===== src/rtl/ctech_lib_preset_seq.sv =====
// Preset sequencer: holds NGRP active-low async-set lines low after reset or on
// request, then releases them one group at a time to spread the set-deassert load.
module ctech_lib_preset_seq #(
  parameter int NGRP = 4,
  parameter int HOLD = 3,
  parameter int GAP  = 1
) (
  input  logic            clk,
  input  logic            rst,
  input  logic            preset_req,
  output logic            preset_ack,
  output logic            busy,
  output logic            done,
  output logic [NGRP-1:0] setb_o
);

  // state      | meaning
  // ST_SYNC    | waiting for the synchronized reset to deassert
  // ST_HOLD    | all groups held in preset, counting HOLD cycles
  // ST_RELEASE | releasing groups in index order, GAP+1 cycles apart
  // ST_IDLE    | all groups released; accepts a software re-preset request
  typedef enum logic [1:0] {
    ST_SYNC,
    ST_HOLD,
    ST_RELEASE,
    ST_IDLE
  } state_t;

  localparam int HW = $clog2(HOLD + 1);
  localparam int GW = (GAP > 0) ? $clog2(GAP + 1) : 1;
  localparam int IW = (NGRP > 1) ? $clog2(NGRP) : 1;

  localparam logic [HW-1:0] HOLD_LAST = HW'(HOLD - 1);
  localparam logic [GW-1:0] GAP_LAST  = GW'(GAP);
  localparam logic [IW-1:0] GRP_LAST  = IW'(NGRP - 1);

  logic            rst_meta_q, rst_meta_d;
  logic            rst_sync_q, rst_sync_d;
  logic            rst_release;

  state_t          state_q, state_d;
  logic [HW-1:0]   hold_q, hold_d;
  logic [GW-1:0]   gap_q, gap_d;
  logic [IW-1:0]   grp_q, grp_d;
  logic [IW-1:0]   grp_next;
  logic [NGRP-1:0] setb_q, setb_d;
  logic            busy_q, busy_d;
  logic            done_q, done_d;
  logic            ack_q, ack_d;
  logic            req_flag_q, req_flag_d;

  // Two-stage reset synchronizer; the internal reset drops on the edge where
  // the second stage clears, and that same edge starts the hold count.
  always_comb begin
    rst_meta_d  = 1'b0;
    rst_sync_d  = rst_meta_q;
    rst_release = rst_sync_q & ~rst_meta_q;
  end

  always_ff @(posedge clk or posedge rst) begin
    if (rst) begin
      rst_meta_q <= 1'b1;
      rst_sync_q <= 1'b1;
    end else begin
      rst_meta_q <= rst_meta_d;
      rst_sync_q <= rst_sync_d;
    end
  end

  always_comb begin
    state_d    = state_q;
    hold_d     = hold_q;
    gap_d      = gap_q;
    grp_d      = grp_q;
    setb_d     = setb_q;
    busy_d     = busy_q;
    done_d     = done_q;
    ack_d      = 1'b0;
    req_flag_d = req_flag_q;
    grp_next   = grp_q + IW'(1);

    case (state_q)
      ST_SYNC: begin
        setb_d     = '0;
        busy_d     = 1'b1;
        done_d     = 1'b0;
        req_flag_d = 1'b0;
        if (rst_release) begin
          state_d = ST_HOLD;
          hold_d  = '0;
        end
      end

      ST_HOLD: begin
        if (hold_q == HOLD_LAST) begin
          state_d   = ST_RELEASE;
          grp_d     = '0;
          gap_d     = '0;
          setb_d[0] = 1'b1;
        end else begin
          hold_d = hold_q + HW'(1);
        end
      end

      ST_RELEASE: begin
        if (grp_q == GRP_LAST) begin
          // Completion lands one edge after the last release regardless of GAP.
          state_d    = ST_IDLE;
          busy_d     = 1'b0;
          done_d     = 1'b1;
          ack_d      = req_flag_q;
          req_flag_d = 1'b0;
        end else if (gap_q == GAP_LAST) begin
          grp_d = grp_next;
          gap_d = '0;
          for (int k = 0; k < NGRP; k++) begin
            if (IW'(k) == grp_next) setb_d[k] = 1'b1;
          end
        end else begin
          gap_d = gap_q + GW'(1);
        end
      end

      ST_IDLE: begin
        if (preset_req) begin
          state_d    = ST_HOLD;
          hold_d     = '0;
          setb_d     = '0;
          busy_d     = 1'b1;
          done_d     = 1'b0;
          req_flag_d = 1'b1;
        end
      end

      default: begin
        state_d = ST_SYNC;
        setb_d  = '0;
        busy_d  = 1'b1;
        done_d  = 1'b0;
      end
    endcase
  end

  always_ff @(posedge clk or posedge rst) begin
    if (rst) begin
      state_q    <= ST_SYNC;
      hold_q     <= '0;
      gap_q      <= '0;
      grp_q      <= '0;
      setb_q     <= '0;
      busy_q     <= 1'b1;
      done_q     <= 1'b0;
      ack_q      <= 1'b0;
      req_flag_q <= 1'b0;
    end else begin
      state_q    <= state_d;
      hold_q     <= hold_d;
      gap_q      <= gap_d;
      grp_q      <= grp_d;
      setb_q     <= setb_d;
      busy_q     <= busy_d;
      done_q     <= done_d;
      ack_q      <= ack_d;
      req_flag_q <= req_flag_d;
    end
  end

  assign setb_o     = setb_q;
  assign busy       = busy_q;
  assign done       = done_q;
  assign preset_ack = ack_q;

endmodule


===== config.mk =====
export PLATFORM = sky130hd
export DESIGN_NAME = ctech_lib_preset_seq
export DESIGN_NICKNAME = d
export VERILOG_FILES = /design/src/rtl/ctech_lib_preset_seq.sv
export SDC_FILE = /design/constraint.sdc
export NUM_CORES = 1
export LEC_CHECK = 0
export BUFFER_PORTS_ARGS = -buffer_cell sky130_fd_sc_hd__buf_2
export CORE_ASPECT_RATIO = 0.75
export CORE_MARGIN = 8
export CORE_UTILIZATION = 45
export DETAILED_ROUTE_END_ITERATION = 6
export PLACE_DENSITY = 0.69
export SYNTH_ARGS = -nofsm -noshare
export SYNTH_HDL_FRONTEND = slang
export SYNTH_SLANG_ARGS = --single-unit

===== constraint.sdc =====
create_clock -name clk -period 2.5 [get_ports clk]
set_clock_uncertainty 0.2 [all_clocks]
set_input_delay 0.125 -clock clk [delete_from_list [all_inputs] [get_ports clk]]
set_output_delay 0.125 -clock clk [all_outputs]
set_load 0.02 [all_outputs]

Word-level counts from Yosys, hierarchy flattened
Index checks and enable logic that the tools add are counted.
- bits in registers: 17
- bits of input ports: 3
- output and inout bits: 7
- word-level logic and storage cells: 88
- add/sub/neg operators: 3
- equal/unequal tests: 19
- muxes and demuxes: 36
- bitwise logic cells: 2
- reduce and logical (&&, ||, !) cells: 14
- operators by type and width (kind ; number):
    != test 2 bit, second input constant ; 11
    2-to-1 mux 2 bit ; 10
    AND reduction 5 bit ; 4
    2-to-1 mux 1 bit ; 14
    2-to-1 mux 4 bit ; 3
    AND reduction 4 bit ; 3
    one-hot mux 1 bit (3 select lines) ; 3
    one-hot mux 3 bit (3 select lines) ; 1
    equality test 2 bit, second input constant ; 4
    one-hot mux 2 bit (4 select lines) ; 1
    one-hot mux 2 bit (3 select lines) ; 1
    AND reduction 3 bit ; 2
    nonzero test 3 bit ; 2
    adder 2 x 1 -> 2 bit, second input constant ; 2
    equality test 2 bit, first input constant ; 2
    logical NOT 2 bit ; 2
    one-hot mux 1 bit (4 select lines) ; 1
    one-hot mux 2 bit (2 select lines) ; 1
    equality test 1 x 2 -> 1 bit, first input constant ; 1
    equality test 2 x 1 -> 1 bit, second input constant ; 1
    one-hot mux 1 bit (2 select lines) ; 1
    nonzero test 2 bit ; 1
    adder 1 bit, second input constant ; 1
    AND 1 bit ; 1
    NOT 1 bit ; 1

Depth between registers and ports, before layout
Gate-level depths: netlist of run 1.
- depth after elaboration: 6
- mapped depth: 6
- depth with buffers taken out: 6

Worst setup path before layout of run 1
OpenSTA, ideal clock, no wires.
- path type: register to register
- start: reg state_q[0]
- end: reg state_q[1]
- setup time: 0.128 ns
- data arrival time: 1.692 ns
- data required time: 2.172 ns
- path slack: 0.481 ns
- stages on the path, launching flop included: 7
- path buffers: 0
- period minus slack after synthesis: 2.019 ns
- path through: dfrtp_1 > inv_1 > ha_1 > nor2b_4 > or3_4 > a21oi_4 > mux2_1
- word-level cells in the longest chain between the ends: 3
- elaborated cells between the ends (all ways): 10
- those cells by class: eq/ne (7); mux (1); reduce/logical (2)
- ends and longest elaborated chain (element ; line ; RTL):
    start: declaration ; 41 ; state_t state_q, state_d;
    start signal: assignment ; 156 ; state_q <= state_d;
    equality test 2 x 1 -> 1 bit (tied with other cells) ; 82 ; case (state_q)
    != test 2 bit (no line) ; n/a ;
    AND reduction 4 bit (no line) ; n/a ;
Several ways; a longest one is shown, not always the timed one.
A chain may end at the register's enable or synchronous reset.

Worst setup path after layout of run 1
Same ends and word-level chain as after synthesis.

==> impl_results.html, run 1 <==
<table>
<tr><th>Metric</th><th>Value</th></tr>
<tr><th colspan="2">Yosys</th></tr>
<tr><td>Synth area leader</td><td>sky130_fd_sc_hd__dfrtp_1</td></tr>
<tr><td>Top post-synthesis cells by area</td><td>sky130_fd_sc_hd__dfrtp_1 38%, sky130_fd_sc_hd__ha_1 15%, sky130_fd_sc_hd__dfstp_2 8.6%</td></tr>
<tr><td>Synth Register Bits</td><td>17</td></tr>
<tr><td>Area share of the largest cell type after synthesis</td><td>0.380</td></tr>
<tr><td>Proportion of synthesized chip area in sequential cells</td><td>0.466</td></tr>
<tr><td>Cell area after synthesis</td><td>just over 900 um2</td></tr>
<tr><td>Synth warn</td><td>0</td></tr>
<tr><td>Number of nets in the synthesized netlist</td><td>98</td></tr>
<tr><td>Syn avg cell area</td><td>around 11 um2</td></tr>
<tr><td>Syn Inst Count</td><td>84</td></tr>
<tr><td>Library cells used by synthesis</td><td>26</td></tr>
<tr><th colspan="2">GRT</th></tr>
<tr><td>Wire length of the first global-routing pass</td><td>roughly 2800 um</td></tr>
<tr><td>Global-route usage over all layers</td><td>0.101</td></tr>
<tr><td>Via count of the first global-routing pass</td><td>approximately 640</td></tr>
<tr><td>Remaining Overflow, GRT</td><td>0</td></tr>
<tr><td>Number of antenna violations at the first check in global routing</td><td>0</td></tr>
<tr><td>Pin count of the biggest net entering global routing</td><td>18</td></tr>
<tr><th colspan="2">Clocking</th></tr>
<tr><td>Gates resized, CTS repair</td><td>0</td></tr>
<tr><td>TritonCTS clock tree</td><td>done</td></tr>
<tr><td>Buffer type at the clock tree root</td><td>sky130_fd_sc_hd__clkbuf_4</td></tr>
<tr><td>Clock input transition at the sequential cells of the worst setup and hold paths</td><td>0.10 ns</td></tr>
<tr><td>CTS H-tree lvls</td><td>1</td></tr>
<tr><td>Total number of clock tree sinks</td><td>17</td></tr>
<tr><td>Number of buffers added by the clock tree synthesis step</td><td>3</td></tr>
<tr><td>Clock Latency Late Sink</td><td>between 0.2 and 0.3 ns</td></tr>
<tr><td>Longest Clk Path Bufs</td><td>2</td></tr>
<tr><th colspan="2">Timing</th></tr>
<tr><td>Worst relative slew slack</td><td>0.566</td></tr>
<tr><td>Highest achievable clock rate</td><td>457 MHz</td></tr>
<tr><td>Unrepaired setup endpoints after global routing</td><td>false</td></tr>
<tr><td>Clock period minus worst slack</td><td>~2.2 ns</td></tr>
<tr><td>Number of pins exceeding their max-slew limit in the final report</td><td>0</td></tr>
<tr><td>Final setup vio count</td><td>0</td></tr>
<tr><td>Ratio of final minimum period to clock period</td><td>0.875</td></tr>
<tr><td>Hold slack</td><td>about 0.17 ns</td></tr>
<tr><td>Worst-Margin Slew</td><td>between 0.6 and 0.7 ns</td></tr>
<tr><td>Setup total negative slack</td><td>0 ns</td></tr>
<tr><td>Final hold viol count</td><td>0</td></tr>
<tr><th colspan="2">Final layout</th></tr>
<tr><td>Number of nets in the final layout</td><td>~110</td></tr>
<tr><td>Fill cell total of the finished layout</td><td>184</td></tr>
<tr><td>Synth-to-layout area growth</td><td>13.7%</td></tr>
<tr><td>Inserted Diodes</td><td>0</td></tr>
<tr><td>Final core utilization</td><td>0.534</td></tr>
<tr><td>Cell Count, Final, Fillers Out</td><td>approximately 120</td></tr>
<tr><td>Share of final-layout standard cells stronger than drive strength 1</td><td>0.232</td></tr>
<tr><td>Area of the multi-input gates</td><td>~460 um2</td></tr>
<tr><td>Sequential cell area</td><td>429 um2</td></tr>
<tr><th colspan="2">Placement</th></tr>
<tr><td>Weighted congestion reported at the end of routability-driven placement</td><td>~0.76</td></tr>
<tr><td>Number of I/O port buffers</td><td>9</td></tr>
<tr><td>Number of cells in the design after placement</td><td>about 120</td></tr>
<tr><td>Detail Placement HPWL</td><td>1310 um</td></tr>
<tr><th colspan="2">Route</th></tr>
<tr><td>Detailed Routing Iterations Pass 1</td><td>4</td></tr>
<tr><td>Mean routed wirelength per cell</td><td>between 10 and 15 um</td></tr>
<tr><td>Final ANT Viol Nets</td><td>0</td></tr>
<tr><td>Routed via count</td><td>~640</td></tr>
<tr><td>Mean number of vias per cell</td><td>approximately 5.2</td></tr>
<tr><td>Total length of routed wires</td><td>~1700 um</td></tr>
<tr><td># DRC</td><td>0</td></tr>
<tr><td>Number of design-rule violations left by the first detailed-router iteration</td><td>16</td></tr>
<tr><th colspan="2">Power</th></tr>
<tr><td>Portion of total power attributed to combinational logic</td><td>0.527</td></tr>
<tr><td>Total Power</td><td>1190 uW</td></tr>
<tr><td>Clock network power share</td><td>0.122</td></tr>
<tr><td>Leak</td><td>about 0.00052 uW</td></tr>
<tr><td>Flop pwr share</td><td>0.351</td></tr>
<tr><td>Cell area power density</td><td>1130 nW/um2</td></tr>
<tr><td>Peak ir drop on the vdd network</td><td>0.582 mV</td></tr>
<tr><td>P_sw</td><td>between 400 and 500 uW</td></tr>
<tr><td>Switching part of the total</td><td>0.415</td></tr>
<tr><td>Internal power contribution</td><td>~690 uW</td></tr>
<tr><th colspan="2">Floorplan</th></tr>
<tr><td>Die H</td><td>roughly 55 um</td></tr>
<tr><td>Standard cell core area</td><td>between 1500 and 2000 um2</td></tr>
<tr><td>Die Area</td><td>between 3000 and 4000 um2</td></tr>
<tr><td>Placement row count</td><td>14</td></tr>
<tr><td>Starting Density</td><td>0.469</td></tr>
<tr><td>Die W</td><td>68.2 um</td></tr>
<tr><td>Number of primary I/O pins</td><td>10</td></tr>
<tr><th colspan="2">Status</th></tr>
<tr><td>Run status</td><td>completed</td></tr>
<tr><th colspan="2">Worst setup path</th></tr>
<tr><td>Kind of critical path</td><td>reg -&gt; reg</td></tr>
<tr><td>End point of the critical path</td><td>state_q[1]$_DFFE_PP0P_</td></tr>
<tr><td>Reg2Reg Launch Point</td><td>state_q[0]$_DFFE_PP0P_</td></tr>
<tr><td>Critical path cell sequence</td><td>inv_1, ha_1, nor2b_4, or3_4, a21oi_4, mux2_1</td></tr>
<tr><td>Worst path max stage delay</td><td>between 0.4 and 0.5 ns</td></tr>
<tr><td>Critical path data required time</td><td>between 2 and 2.5 ns</td></tr>
<tr><td>Reg2reg setup slack</td><td>about 0.31 ns</td></tr>
<tr><td>CP Launch Point</td><td>state_q[0]$_DFFE_PP0P_</td></tr>
<tr><td>Length in cells of the worst reg-to-reg path</td><td>6</td></tr>
<tr><td>Critical path's slowest cell</td><td>sky130_fd_sc_hd__dfrtp_1</td></tr>
<tr><td>Sort of element at the end of the critical path</td><td>flip-flop</td></tr>
<tr><td>Highest fanout seen on the critical path</td><td>8</td></tr>
<tr><td>Startpoint kind of the worst setup timing path</td><td>flip-flop</td></tr>
<tr><td>Critical Path AT</td><td>between 2 and 2.5 ns</td></tr>
<tr><td>Critical register-to-register path endpoint</td><td>state_q[1]$_DFFE_PP0P_</td></tr>
<tr><th colspan="2">Hold path</th></tr>
<tr><td>Class of the tightest hold or removal check</td><td>reg -&gt; reg</td></tr>
<tr><th colspan="2">Job</th></tr>
<tr><td>Maxcap violations</td><td>0</td></tr>
</table>
## final cells by class
| type | count | share of cell area |
|---|---|---|
| multi-input cells | 59 | 0.441 |
| flip-flops and latches | 17 | 0.410 |
| inverters | 7 | 0.0251 |
| well taps | 24 | 0.0287 |
| clock buffers | 3 | 0.0215 |
| repair buffers | 12 | 0.0693 |
| clock inverters | 1 | 0.00478 |
## layout by cell type (no fill, tap or decap), types with 3 or more instances in the layout
master / count
sky130_fd_sc_hd__dfstp_2: 3
sky130_fd_sc_hd__ha_1: 11
sky130_fd_sc_hd__nand2b_1: 3
sky130_fd_sc_hd__o21ai_0: 3
sky130_fd_sc_hd__a21o_1: 3
sky130_fd_sc_hd__dfrtp_1: 14
sky130_fd_sc_hd__a22o_1: 4
sky130_fd_sc_hd__nor3_1: 4
sky130_fd_sc_hd__a21oi_1: 5
sky130_fd_sc_hd__nor2_1: 7
sky130_fd_sc_hd__clkbuf_4: 3
sky130_fd_sc_hd__inv_1: 7
sky130_fd_sc_hd__buf_2: 9
## layer usage
metal  vias up  routed length, um  GRT usage
li1        318                  -          -
met4         0                 14     0.0305
met1       299                809      0.128
met3         2                 84     0.0362
met2        18                766      0.159
met5         -                  0          0
## Yosys cell counts
cell                       count
sky130_fd_sc_hd__a22o_1        4
sky130_fd_sc_hd__nand3_1       2
sky130_fd_sc_hd__and3_1        1
sky130_fd_sc_hd__mux2_1        2
sky130_fd_sc_hd__ha_1         11
sky130_fd_sc_hd__nor3_1        4
sky130_fd_sc_hd__conb_1        1
sky130_fd_sc_hd__nor2b_4       1
sky130_fd_sc_hd__nand2b_1      3
sky130_fd_sc_hd__mux2_2        1
sky130_fd_sc_hd__a21oi_1       5
sky130_fd_sc_hd__dfrtp_1      14
sky130_fd_sc_hd__a21o_1        3
sky130_fd_sc_hd__nor2b_1       2
sky130_fd_sc_hd__and2b_4       1
sky130_fd_sc_hd__a21oi_2       1
sky130_fd_sc_hd__nand2_1       2
sky130_fd_sc_hd__o311ai_1      2
sky130_fd_sc_hd__o21ai_0       3
sky130_fd_sc_hd__or3_4         1
sky130_fd_sc_hd__mux2i_1       1
sky130_fd_sc_hd__nor2_1        7
sky130_fd_sc_hd__a21oi_4       1
sky130_fd_sc_hd__inv_1         7
sky130_fd_sc_hd__clkbuf_1      1
sky130_fd_sc_hd__dfstp_2       3
## what timing repair did
item / CTS / global route
setup buffers: 0 / 0
endpoints found under the hold margin: 15 / 0
hold buffers: 2 / 0
## through the flow
stage                     cell area, um2  setup WS, ns
after floorplan                      921         0.481
after CTS                           1050         0.301
after global placement              1000         0.417
after detailed placement            1000         0.314
after global routing                1050         0.253
final                               1050         0.312
## how the worst min path moves through the flow
stage                               startpoint                      to  slack [ns]  depth (start not counted)
after floorplan                            rst        done$_DFFE_PP0P_       -0.15                          1
final                     rst_meta_q$_DFF_PP1_    rst_sync_q$_DFF_PP1_        0.17                          0
after global routing      rst_meta_q$_DFF_PP1_    rst_sync_q$_DFF_PP1_        0.18                          0
after global placement                     rst  state_q[0]$_DFFE_PP0P_        0.04                          2
after CTS                 rst_meta_q$_DFF_PP1_    rst_sync_q$_DFF_PP1_        0.17                          0
after detailed placement                   rst  state_q[1]$_DFFE_PP0P_        0.05                          2
## flip-flops by register name, indices dropped and copies added, names as in the netlist
register    flops
preset_ack      1
busy            1
grp_q           2
rst_sync_q      1
done            1
rst_meta_q      1
req_flag_q      1
setb_o          4
hold_q          2
state_q         2
gap_q           1
## worst max-delay path: cells and delay by family (launching register included)
kind	cells	cell delay [ns]
compound gates	1	0.15
mux	1	0.34
buf+inv	1	0.10
flops	1	0.41
simple gates	2	0.56
fa+ha+maj	1	0.31
## logic make-up (layout without fill, tap and decap cells)
logic type | after synthesis | after routing | synth area share
compound gates | 19 | 19 | 0.152
mux | 4 | 4 | 0.0476
other cells | 1 | 1 | 0.00407
buf+inv | 8 | 23 | 0.0326
fa+ha+maj | 11 | 11 | 0.149
flops | 17 | 17 | 0.466
simple gates | 24 | 24 | 0.148
## power groups by stage
stage          clock network [uW]  logic (uW)  registers, uW
6_report                      145         626            416
5_1_grt                       162         697            428
4_1_cts                       153         631            416
3_5_place_dp                    0         624            422
3_3_place_gp                    0         601            417
2_1_floorplan                   0         464            432
Power figures use the tool's default switching activity.
==> inputs of run 2 (changes only) <==
--- a/config.mk
+++ b/config.mk
@@ -7,7 +7,7 @@
 export LEC_CHECK = 0
 export BUFFER_PORTS_ARGS = -buffer_cell sky130_fd_sc_hd__buf_2
 export CORE_ASPECT_RATIO = 0.75
-export CORE_MARGIN = 8
+export CORE_MARGIN = 2
 export CORE_UTILIZATION = 45
 export DETAILED_ROUTE_END_ITERATION = 6
 export PLACE_DENSITY = 0.69
==> constraint.sdc (replaced) <==
create_clock -name clk -period 2.55 [get_ports clk]
set_clock_uncertainty 0.2 [all_clocks]
set_input_delay 0.1275 -clock clk [delete_from_list [all_inputs] [get_ports clk]]
set_output_delay 0.1275 -clock clk [all_outputs]
set_load 0.02 [all_outputs]
==> run 2 against run 1 <==
Net effect: first-iteration DRC count is 50% lower; non-clock buffer count stayed put; clock power hardly changed; total power is 1.9% lower; critical path type unchanged; sequential cell count stayed put; setup slack better by 0.070 ns; sequential power is 2% lower; final cell count stayed put; fmax is 0.92% higher; highest routed layer unchanged.
==> impl_results.html, run 2 (synthesis gave the netlist of run 1 again) <==
<table>
<tr><th>Metric</th><th>Value</th></tr>
<tr><th colspan="2">Status</th></tr>
<tr><td>Run status</td><td>completed</td></tr>
<tr><th colspan="2">Clocking</th></tr>
<tr><td>Clock Latency Late Sink</td><td>about 0.29 ns</td></tr>
<tr><td>Clock input transition at the sequential cells of the worst setup and hold paths</td><td>0.10 ns</td></tr>
<tr><td>Gates resized, CTS repair</td><td>0</td></tr>
<tr><td>Number of post-CTS setup repair buffers</td><td>0</td></tr>
<tr><td>Buffer type at the clock tree root</td><td>sky130_fd_sc_hd__clkbuf_4</td></tr>
<tr><td>CTS H-tree lvls</td><td>1</td></tr>
<tr><td>Hold buffer count at cts</td><td>2</td></tr>
<tr><td>Total number of clock tree sinks</td><td>17</td></tr>
<tr><td>TritonCTS clock tree</td><td>done</td></tr>
<tr><td>Number of buffers added by the clock tree synthesis step</td><td>3</td></tr>
<tr><td>Longest Clk Path Bufs</td><td>2</td></tr>
<tr><th colspan="2">Worst setup path</th></tr>
<tr><td>Critical path data required time</td><td>around 2.5 ns</td></tr>
<tr><td>Reg2reg setup slack</td><td>about 0.38 ns</td></tr>
<tr><td>Critical Path AT</td><td>2.15 ns</td></tr>
<tr><td>Critical path's slowest cell</td><td>sky130_fd_sc_hd__dfrtp_1</td></tr>
<tr><td>Startpoint kind of the worst setup timing path</td><td>flip-flop</td></tr>
<tr><td>Kind of critical path</td><td>reg -&gt; reg</td></tr>
<tr><td>Worst path max stage delay</td><td>slightly above 0.4 ns</td></tr>
<tr><td>Reg2Reg Launch Point</td><td>state_q[0]$_DFFE_PP0P_</td></tr>
<tr><td>Critical register-to-register path endpoint</td><td>state_q[1]$_DFFE_PP0P_</td></tr>
<tr><td>Length in cells of the worst reg-to-reg path</td><td>6</td></tr>
<tr><td>Highest fanout seen on the critical path</td><td>8</td></tr>
<tr><td>Sort of element at the end of the critical path</td><td>flip-flop</td></tr>
<tr><td>Critical path cell sequence</td><td>inv_1, ha_1, nor2b_4, or3_4, a21oi_4, mux2_1</td></tr>
<tr><th colspan="2">Floorplan</th></tr>
<tr><td>Placement row count</td><td>14</td></tr>
<tr><td>Die W</td><td>~56 um</td></tr>
<tr><td>Die H</td><td>between 40 and 50 um</td></tr>
<tr><td>Number of primary I/O pins</td><td>10</td></tr>
<tr><td>Standard cell core area</td><td>between 1500 and 2000 um2</td></tr>
<tr><td>Starting Density</td><td>0.469</td></tr>
<tr><td>Die Area</td><td>roughly 2400 um2</td></tr>
<tr><th colspan="2">Final layout</th></tr>
<tr><td>Number of nets in the final layout</td><td>between 100 and 150</td></tr>
<tr><td>Inserted Diodes</td><td>0</td></tr>
<tr><td>Synth-to-layout area growth</td><td>13.7%</td></tr>
<tr><td>Number of flip-flops in the largest register</td><td>4</td></tr>
<tr><td>Highest-count cells in the layout ignoring fill and taps</td><td>14 x sky130_fd_sc_hd__dfrtp_1, 11 x sky130_fd_sc_hd__ha_1, 9 x sky130_fd_sc_hd__buf_2</td></tr>
<tr><td>Share of final-layout standard cells stronger than drive strength 1</td><td>0.232</td></tr>
<tr><td>Most common cell after layout, fill and taps aside</td><td>sky130_fd_sc_hd__dfrtp_1</td></tr>
<tr><th colspan="2">GRT</th></tr>
<tr><td>Number of antenna violations at the first check in global routing</td><td>0</td></tr>
<tr><td>Wire length of the first global-routing pass</td><td>around 2900 um</td></tr>
<tr><td>Via count of the first global-routing pass</td><td>between 600 and 700</td></tr>
<tr><td>Global-route usage over all layers</td><td>0.161</td></tr>
<tr><td>Remaining Overflow, GRT</td><td>0</td></tr>
<tr><td>Pin count of the biggest net entering global routing</td><td>18</td></tr>
<tr><th colspan="2">Timing</th></tr>
<tr><td>Number of pins exceeding their max-slew limit in the final report</td><td>0</td></tr>
<tr><td>Clock period minus worst slack</td><td>approximately 2.2 ns</td></tr>
<tr><td>Worst-Margin Slew</td><td>approximately 0.62 ns</td></tr>
<tr><td>Unrepaired setup endpoints after global routing</td><td>false</td></tr>
<tr><td>Highest achievable clock rate</td><td>461 MHz</td></tr>
<tr><td>Worst relative slew slack</td><td>0.584</td></tr>
<tr><td>Setup total negative slack</td><td>0 ns</td></tr>
<tr><td>Final setup vio count</td><td>0</td></tr>
<tr><td>Ratio of final minimum period to clock period</td><td>0.850</td></tr>
<tr><td>Hold slack</td><td>around 0.17 ns</td></tr>
<tr><td>Final hold viol count</td><td>0</td></tr>
<tr><th colspan="2">Power</th></tr>
<tr><td>Cell area power density</td><td>approximately 1100 nW/um2</td></tr>
<tr><td>Leak</td><td>between 0.0005 and 0.0006 uW</td></tr>
<tr><td>Peak ir drop on the vdd network</td><td>between 0.5 and 0.6 mV</td></tr>
<tr><th colspan="2">Route</th></tr>
<tr><td>Routed via count</td><td>about 630</td></tr>
<tr><td># DRC</td><td>0</td></tr>
<tr><td>Detailed Routing Iterations Pass 1</td><td>4</td></tr>
<tr><td>Total length of routed wires</td><td>between 1500 and 2000 um</td></tr>
<tr><td>Mean number of vias per cell</td><td>5.13</td></tr>
<tr><td>Mean routed wirelength per cell</td><td>13.0 um</td></tr>
<tr><td>Number of design-rule violations left by the first detailed-router iteration</td><td>8</td></tr>
<tr><td>Final ANT Viol Nets</td><td>0</td></tr>
<tr><th colspan="2">Placement</th></tr>
<tr><td>Detail Placement HPWL</td><td>between 1000 and 1500 um</td></tr>
<tr><td>Weighted congestion reported at the end of routability-driven placement</td><td>approximately 0.75</td></tr>
<tr><td>Number of I/O port buffers</td><td>9</td></tr>
<tr><th colspan="2">Job</th></tr>
<tr><td>Maxcap violations</td><td>0</td></tr>
<tr><th colspan="2">Hold path</th></tr>
<tr><td>Class of the tightest hold or removal check</td><td>reg -&gt; reg</td></tr>
<tr><td>Destination of the worst hold path</td><td>rst_sync_q$_DFF_PP1_</td></tr>
<tr><td>Source of the worst hold timing path</td><td>rst_meta_q$_DFF_PP1_</td></tr>
<tr><td>Worst hold path cell count</td><td>0</td></tr>
</table>
[run 2: cell counts in the layout (fill, tap and decap cells not counted)]
Identical to the previous run, type by type.
[run 2: cell type report]
type | count | area [um2]
Tap cell | 24 | 30.0
Inverter | 7 | 26.3
Timing Repair Buffer | 12 | 72.6
Sequential cell | 17 | 429
Fill cell | 201 | 915
Clock buffer | 3 | 22.5
Multi-Input combinational cell | 59 | 462
Clock inverter | 1 | 5.00
[run 2: how the worst max path moves through the flow]
stage | startpoint | end | slack (ns) | depth (start not counted)
final | state_q[0]$_DFFE_PP0P_ | state_q[1]$_DFFE_PP0P_ | 0.38 | 6
after global routing | state_q[0]$_DFFE_PP0P_ | state_q[1]$_DFFE_PP0P_ | 0.28 | 6
after CTS | state_q[0]$_DFFE_PP0P_ | state_q[1]$_DFFE_PP0P_ | 0.38 | 6
after detailed placement | state_q[0]$_DFFE_PP0P_ | state_q[1]$_DFFE_PP0P_ | 0.40 | 6
after global placement | state_q[0]$_DFFE_PP0P_ | state_q[1]$_DFFE_PP0P_ | 0.48 | 6
after floorplan | state_q[0]$_DFFE_PP0P_ | state_q[1]$_DFFE_PP0P_ | 0.53 | 6
[run 2: layer usage]
| metal | wire [um] | GRT usage | share of wire | up-vias |
|---|---|---|---|---|
| met5 | 0 | 0 | 0 | - |
| met4 | 13 | 0.0381 | 0.0081 | 0 |
| met3 | 68 | 0.0701 | 0.043 | 2 |
| met2 | 736 | 0.242 | 0.46 | 8 |
| met1 | 778 | 0.216 | 0.49 | 306 |
| li1 | - | - | - | 315 |
[run 2: critical path: cells and delay by family (launching register included)]
kind | cells | cell delay, ns
buffers and inverters | 1 | 0.10
multiplexers | 1 | 0.33
adder cells (fa/ha/maj) | 1 | 0.31
flip-flops | 1 | 0.41
AO/OA/AOI/OAI | 1 | 0.14
AND/OR/NAND/NOR | 2 | 0.56
[run 2: where the power goes]
part,leakage [uW],internal [uW],switching (uW)
combinational,0.000291,273,339
clock,0.0000177,58.3,84.3
sequential,0.000214,347,61.6
total,0.000523,679,485
[run 2: through the flow]
stage,utilization,total power (uW),std cells,cell area [um2],setup slack [ns]
floorplan,-,878,84,921,0.531
global route,0.534,1280,123,1050,0.283
CTS,0.534,1180,123,1050,0.382
global placement,0.510,998,117,1000,0.481
finish,0.534,1160,123,1050,0.382
detailed placement,0.510,1020,117,1000,0.405
==> inputs of run 3 (changes only) <==
--- a/config.mk
+++ b/config.mk
@@ -6,11 +6,14 @@
 export NUM_CORES = 1
 export LEC_CHECK = 0
 export BUFFER_PORTS_ARGS = -buffer_cell sky130_fd_sc_hd__buf_2
+export CELL_PAD_IN_SITES_DETAIL_PLACEMENT = 1
+export CELL_PAD_IN_SITES_GLOBAL_PLACEMENT = 1
 export CORE_ASPECT_RATIO = 0.75
 export CORE_MARGIN = 2
 export CORE_UTILIZATION = 45
 export DETAILED_ROUTE_END_ITERATION = 6
-export PLACE_DENSITY = 0.69
+export PLACE_DENSITY = 0.82
+export SKIP_CTS_REPAIR_TIMING = 1
 export SYNTH_ARGS = -nofsm -noshare
 export SYNTH_HDL_FRONTEND = slang
 export SYNTH_SLANG_ARGS = --single-unit
==> run 3 against run 2 <==
Net effect: first-iteration DRC count shrank 38%; critical endpoint unchanged; largest cell class unchanged; combinational power increased by 1%; utilization decreased by 0.45 points.
==> impl_results.html, run 3 (synthesis gave the netlist of run 1 again) <==
<table>
<tr><th>Metric</th><th>Value</th></tr>
<tr><th colspan="2">Placement</th></tr>
<tr><td>Number of cells in the design after placement</td><td>around 120</td></tr>
<tr><td>Area after DPL</td><td>between 900 and 1000 um2</td></tr>
<tr><td>Number of I/O port buffers</td><td>9</td></tr>
<tr><td>Detail Placement HPWL</td><td>1420 um</td></tr>
<tr><td>Weighted congestion reported at the end of routability-driven placement</td><td>between 0.7 and 0.8</td></tr>
<tr><th colspan="2">GRT</th></tr>
<tr><td>Wire length of the first global-routing pass</td><td>3350 um</td></tr>
<tr><td>Number of antenna violations at the first check in global routing</td><td>0</td></tr>
<tr><td>Global-route usage over all layers</td><td>0.187</td></tr>
<tr><td>Pin count of the biggest net entering global routing</td><td>18</td></tr>
<tr><td>Via count of the first global-routing pass</td><td>around 700</td></tr>
<tr><td>Remaining Overflow, GRT</td><td>0</td></tr>
<tr><th colspan="2">Hold path</th></tr>
<tr><td>Class of the tightest hold or removal check</td><td>reg -&gt; reg</td></tr>
<tr><th colspan="2">Worst setup path</th></tr>
<tr><td>Kind of critical path</td><td>reg -&gt; reg</td></tr>
<tr><td>Worst path max stage delay</td><td>0.42 ns</td></tr>
<tr><td>Highest fanout seen on the critical path</td><td>12</td></tr>
<tr><td>Critical path data required time</td><td>around 2.5 ns</td></tr>
<tr><td>End point of the critical path</td><td>state_q[1]$_DFFE_PP0P_</td></tr>
<tr><td>Startpoint kind of the worst setup timing path</td><td>flip-flop</td></tr>
<tr><td>Critical path's slowest cell</td><td>sky130_fd_sc_hd__dfrtp_1</td></tr>
<tr><td>Length in cells of the worst reg-to-reg path</td><td>6</td></tr>
<tr><td>Reg2Reg Launch Point</td><td>state_q[1]$_DFFE_PP0P_</td></tr>
<tr><td>Critical Path AT</td><td>~2.3 ns</td></tr>
<tr><td>Sort of element at the end of the critical path</td><td>flip-flop</td></tr>
<tr><td>CP Launch Point</td><td>state_q[1]$_DFFE_PP0P_</td></tr>
<tr><td>Reg2reg setup slack</td><td>0.26 ns</td></tr>
<tr><td>Critical register-to-register path endpoint</td><td>state_q[1]$_DFFE_PP0P_</td></tr>
<tr><td>Critical path cell sequence</td><td>inv_1, ha_1, nor2b_1, or3_4, a21oi_4, mux2_1</td></tr>
<tr><th colspan="2">Route</th></tr>
<tr><td>Mean routed wirelength per cell</td><td>around 16 um</td></tr>
<tr><td># DRC</td><td>0</td></tr>
<tr><td>Number of design-rule violations left by the first detailed-router iteration</td><td>5</td></tr>
<tr><td>Detailed Routing Iterations Pass 1</td><td>4</td></tr>
<tr><td>Final ANT Viol Nets</td><td>0</td></tr>
<tr><td>Total length of routed wires</td><td>around 2000 um</td></tr>
<tr><td>Routed via count</td><td>between 600 and 700</td></tr>
<tr><td>Mean number of vias per cell</td><td>5.38</td></tr>
<tr><th colspan="2">Timing</th></tr>
<tr><td>Setup total negative slack</td><td>0 ns</td></tr>
<tr><td>Worst-Margin Slew</td><td>approximately 0.64 ns</td></tr>
<tr><td>Clock period minus worst slack</td><td>roughly 2.3 ns</td></tr>
<tr><td>Worst relative slew slack</td><td>0.568</td></tr>
<tr><td>Ratio of final minimum period to clock period</td><td>0.897</td></tr>
<tr><td>Final setup vio count</td><td>0</td></tr>
<tr><td>Hold slack</td><td>0.173 ns</td></tr>
<tr><td>Highest achievable clock rate</td><td>between 400 and 500 MHz</td></tr>
<tr><td>Number of pins exceeding their max-slew limit in the final report</td><td>0</td></tr>
<tr><td>Final hold viol count</td><td>0</td></tr>
<tr><td>Unrepaired setup endpoints after global routing</td><td>false</td></tr>
<tr><th colspan="2">Power</th></tr>
<tr><td>Clock network power share</td><td>0.126</td></tr>
<tr><td>Switching part of the total</td><td>0.431</td></tr>
<tr><td>Portion of total power attributed to combinational logic</td><td>0.525</td></tr>
<tr><td>Leak</td><td>0.000515 uW</td></tr>
<tr><td>P_sw</td><td>approximately 510 uW</td></tr>
<tr><td>Cell area power density</td><td>about 1100 nW/um2</td></tr>
<tr><td>Internal power contribution</td><td>between 600 and 700 uW</td></tr>
<tr><td>Peak ir drop on the vdd network</td><td>~0.59 mV</td></tr>
<tr><td>Flop pwr share</td><td>0.349</td></tr>
<tr><td>Total Power</td><td>around 1200 uW</td></tr>
<tr><th colspan="2">Floorplan</th></tr>
<tr><td>Placement row count</td><td>14</td></tr>
<tr><td>Die W</td><td>roughly 56 um</td></tr>
<tr><td>Number of primary I/O pins</td><td>10</td></tr>
<tr><td>Starting Density</td><td>0.469</td></tr>
<tr><td>Die Area</td><td>2430 um2</td></tr>
<tr><td>Die H</td><td>43.2 um</td></tr>
<tr><td>Standard cell core area</td><td>about 2000 um2</td></tr>
<tr><th colspan="2">Clocking</th></tr>
<tr><td>Total number of clock tree sinks</td><td>17</td></tr>
<tr><td>TritonCTS clock tree</td><td>done</td></tr>
<tr><td>Longest Clk Path Bufs</td><td>2</td></tr>
<tr><td>CTS H-tree lvls</td><td>1</td></tr>
<tr><td>Buffer type at the clock tree root</td><td>sky130_fd_sc_hd__clkbuf_4</td></tr>
<tr><td>Clock Latency Late Sink</td><td>just under 0.3 ns</td></tr>
<tr><td>Clock input transition at the sequential cells of the worst setup and hold paths</td><td>approximately 0.10 ns</td></tr>
<tr><td>Number of buffers added by the clock tree synthesis step</td><td>3</td></tr>
<tr><th colspan="2">Final layout</th></tr>
<tr><td>Inserted Diodes</td><td>0</td></tr>
<tr><td>Cell Count, Final, Fillers Out</td><td>about 120</td></tr>
<tr><td>Number of flip-flops in the largest register</td><td>4</td></tr>
<tr><td>Post-Layout Inst Area</td><td>about 1000 um2</td></tr>
<tr><td>Fill cell total of the finished layout</td><td>roughly 230</td></tr>
<tr><td>Share of final-layout standard cells stronger than drive strength 1</td><td>0.214</td></tr>
<tr><td>Number of nets in the final layout</td><td>roughly 110</td></tr>
<tr><td>Synth-to-layout area growth</td><td>12.8%</td></tr>
<tr><td>Highest-count cells in the layout ignoring fill and taps</td><td>14 x sky130_fd_sc_hd__dfrtp_1, 11 x sky130_fd_sc_hd__ha_1, 9 x sky130_fd_sc_hd__buf_2</td></tr>
<tr><td>Most common cell after layout, fill and taps aside</td><td>sky130_fd_sc_hd__dfrtp_1</td></tr>
<tr><th colspan="2">Job</th></tr>
<tr><td>Maxcap violations</td><td>0</td></tr>
<tr><th colspan="2">Status</th></tr>
<tr><td>Run status</td><td>completed</td></tr>
</table>
## run 3: how the worst min path moves through the flow
stage | endpoint | from | depth (start not counted) | slack, ns
after detailed placement | done$_DFFE_PP0P_ | rst | 2 | 0.05
final | rst_sync_q$_DFF_PP1_ | rst_meta_q$_DFF_PP1_ | 0 | 0.17
after global placement | done$_DFFE_PP0P_ | rst | 2 | 0.05
after CTS | done$_DFFE_PP0P_ | rst | 2 | -0.28
after global routing | rst_sync_q$_DFF_PP1_ | rst_meta_q$_DFF_PP1_ | 0 | 0.18
after floorplan | done$_DFFE_PP0P_ | rst | 1 | -0.15
## run 3: per-layer routing
metal / wire length, um / up-vias / track usage / part of all wire
met5: 0 / - / 0 / 0
li1: - / 316 / - / -
met2: 927 / 14 / 0.301 / 0.47
met1: 921 / 322 / 0.233 / 0.47
met3: 73 / 4 / 0.0579 / 0.037
met4: 35 / 0 / 0.0810 / 0.018
## run 3: per-stage QoR
step | setup WS (ns) | utilization
3_3_place_gp | 0.389 | 0.506
4_1_cts | 0.256 | 0.519
6_report | 0.263 | 0.529
2_1_floorplan | 0.531 | -
5_1_grt | 0.199 | 0.529
3_5_place_dp | 0.318 | 0.506
## run 3: cell type report
cell class,count,area (um2),area share
multi-input combinational,59,462,0.445
sequential,17,429,0.413
timing repair buffer,11,65.1,0.0627
tap,24,30.0,0.0289
clock buffer,4,26.3,0.0253
inverter,7,26.3,0.0253
## run 3: worst max-delay path: cells and delay by family, from the launching register on
kind                     cells  cell delay (ns)
AND/OR/NAND/NOR              2             0.62
flip-flops                   1             0.42
adder cells (fa/ha/maj)      1             0.35
multiplexers                 1             0.34
AO/OA/AOI/OAI                1             0.14
buffers and inverters        1             0.10
## run 3: power by group through the flow
stage / Sequential (uW) / Combinational (uW) / Clock [uW]
6_report: 413 / 621 / 149
3_5_place_dp: 420 / 606 / 0
3_3_place_gp: 411 / 582 / 0
5_1_grt: 426 / 695 / 162
4_1_cts: 416 / 620 / 153
2_1_floorplan: 423 / 455 / 0
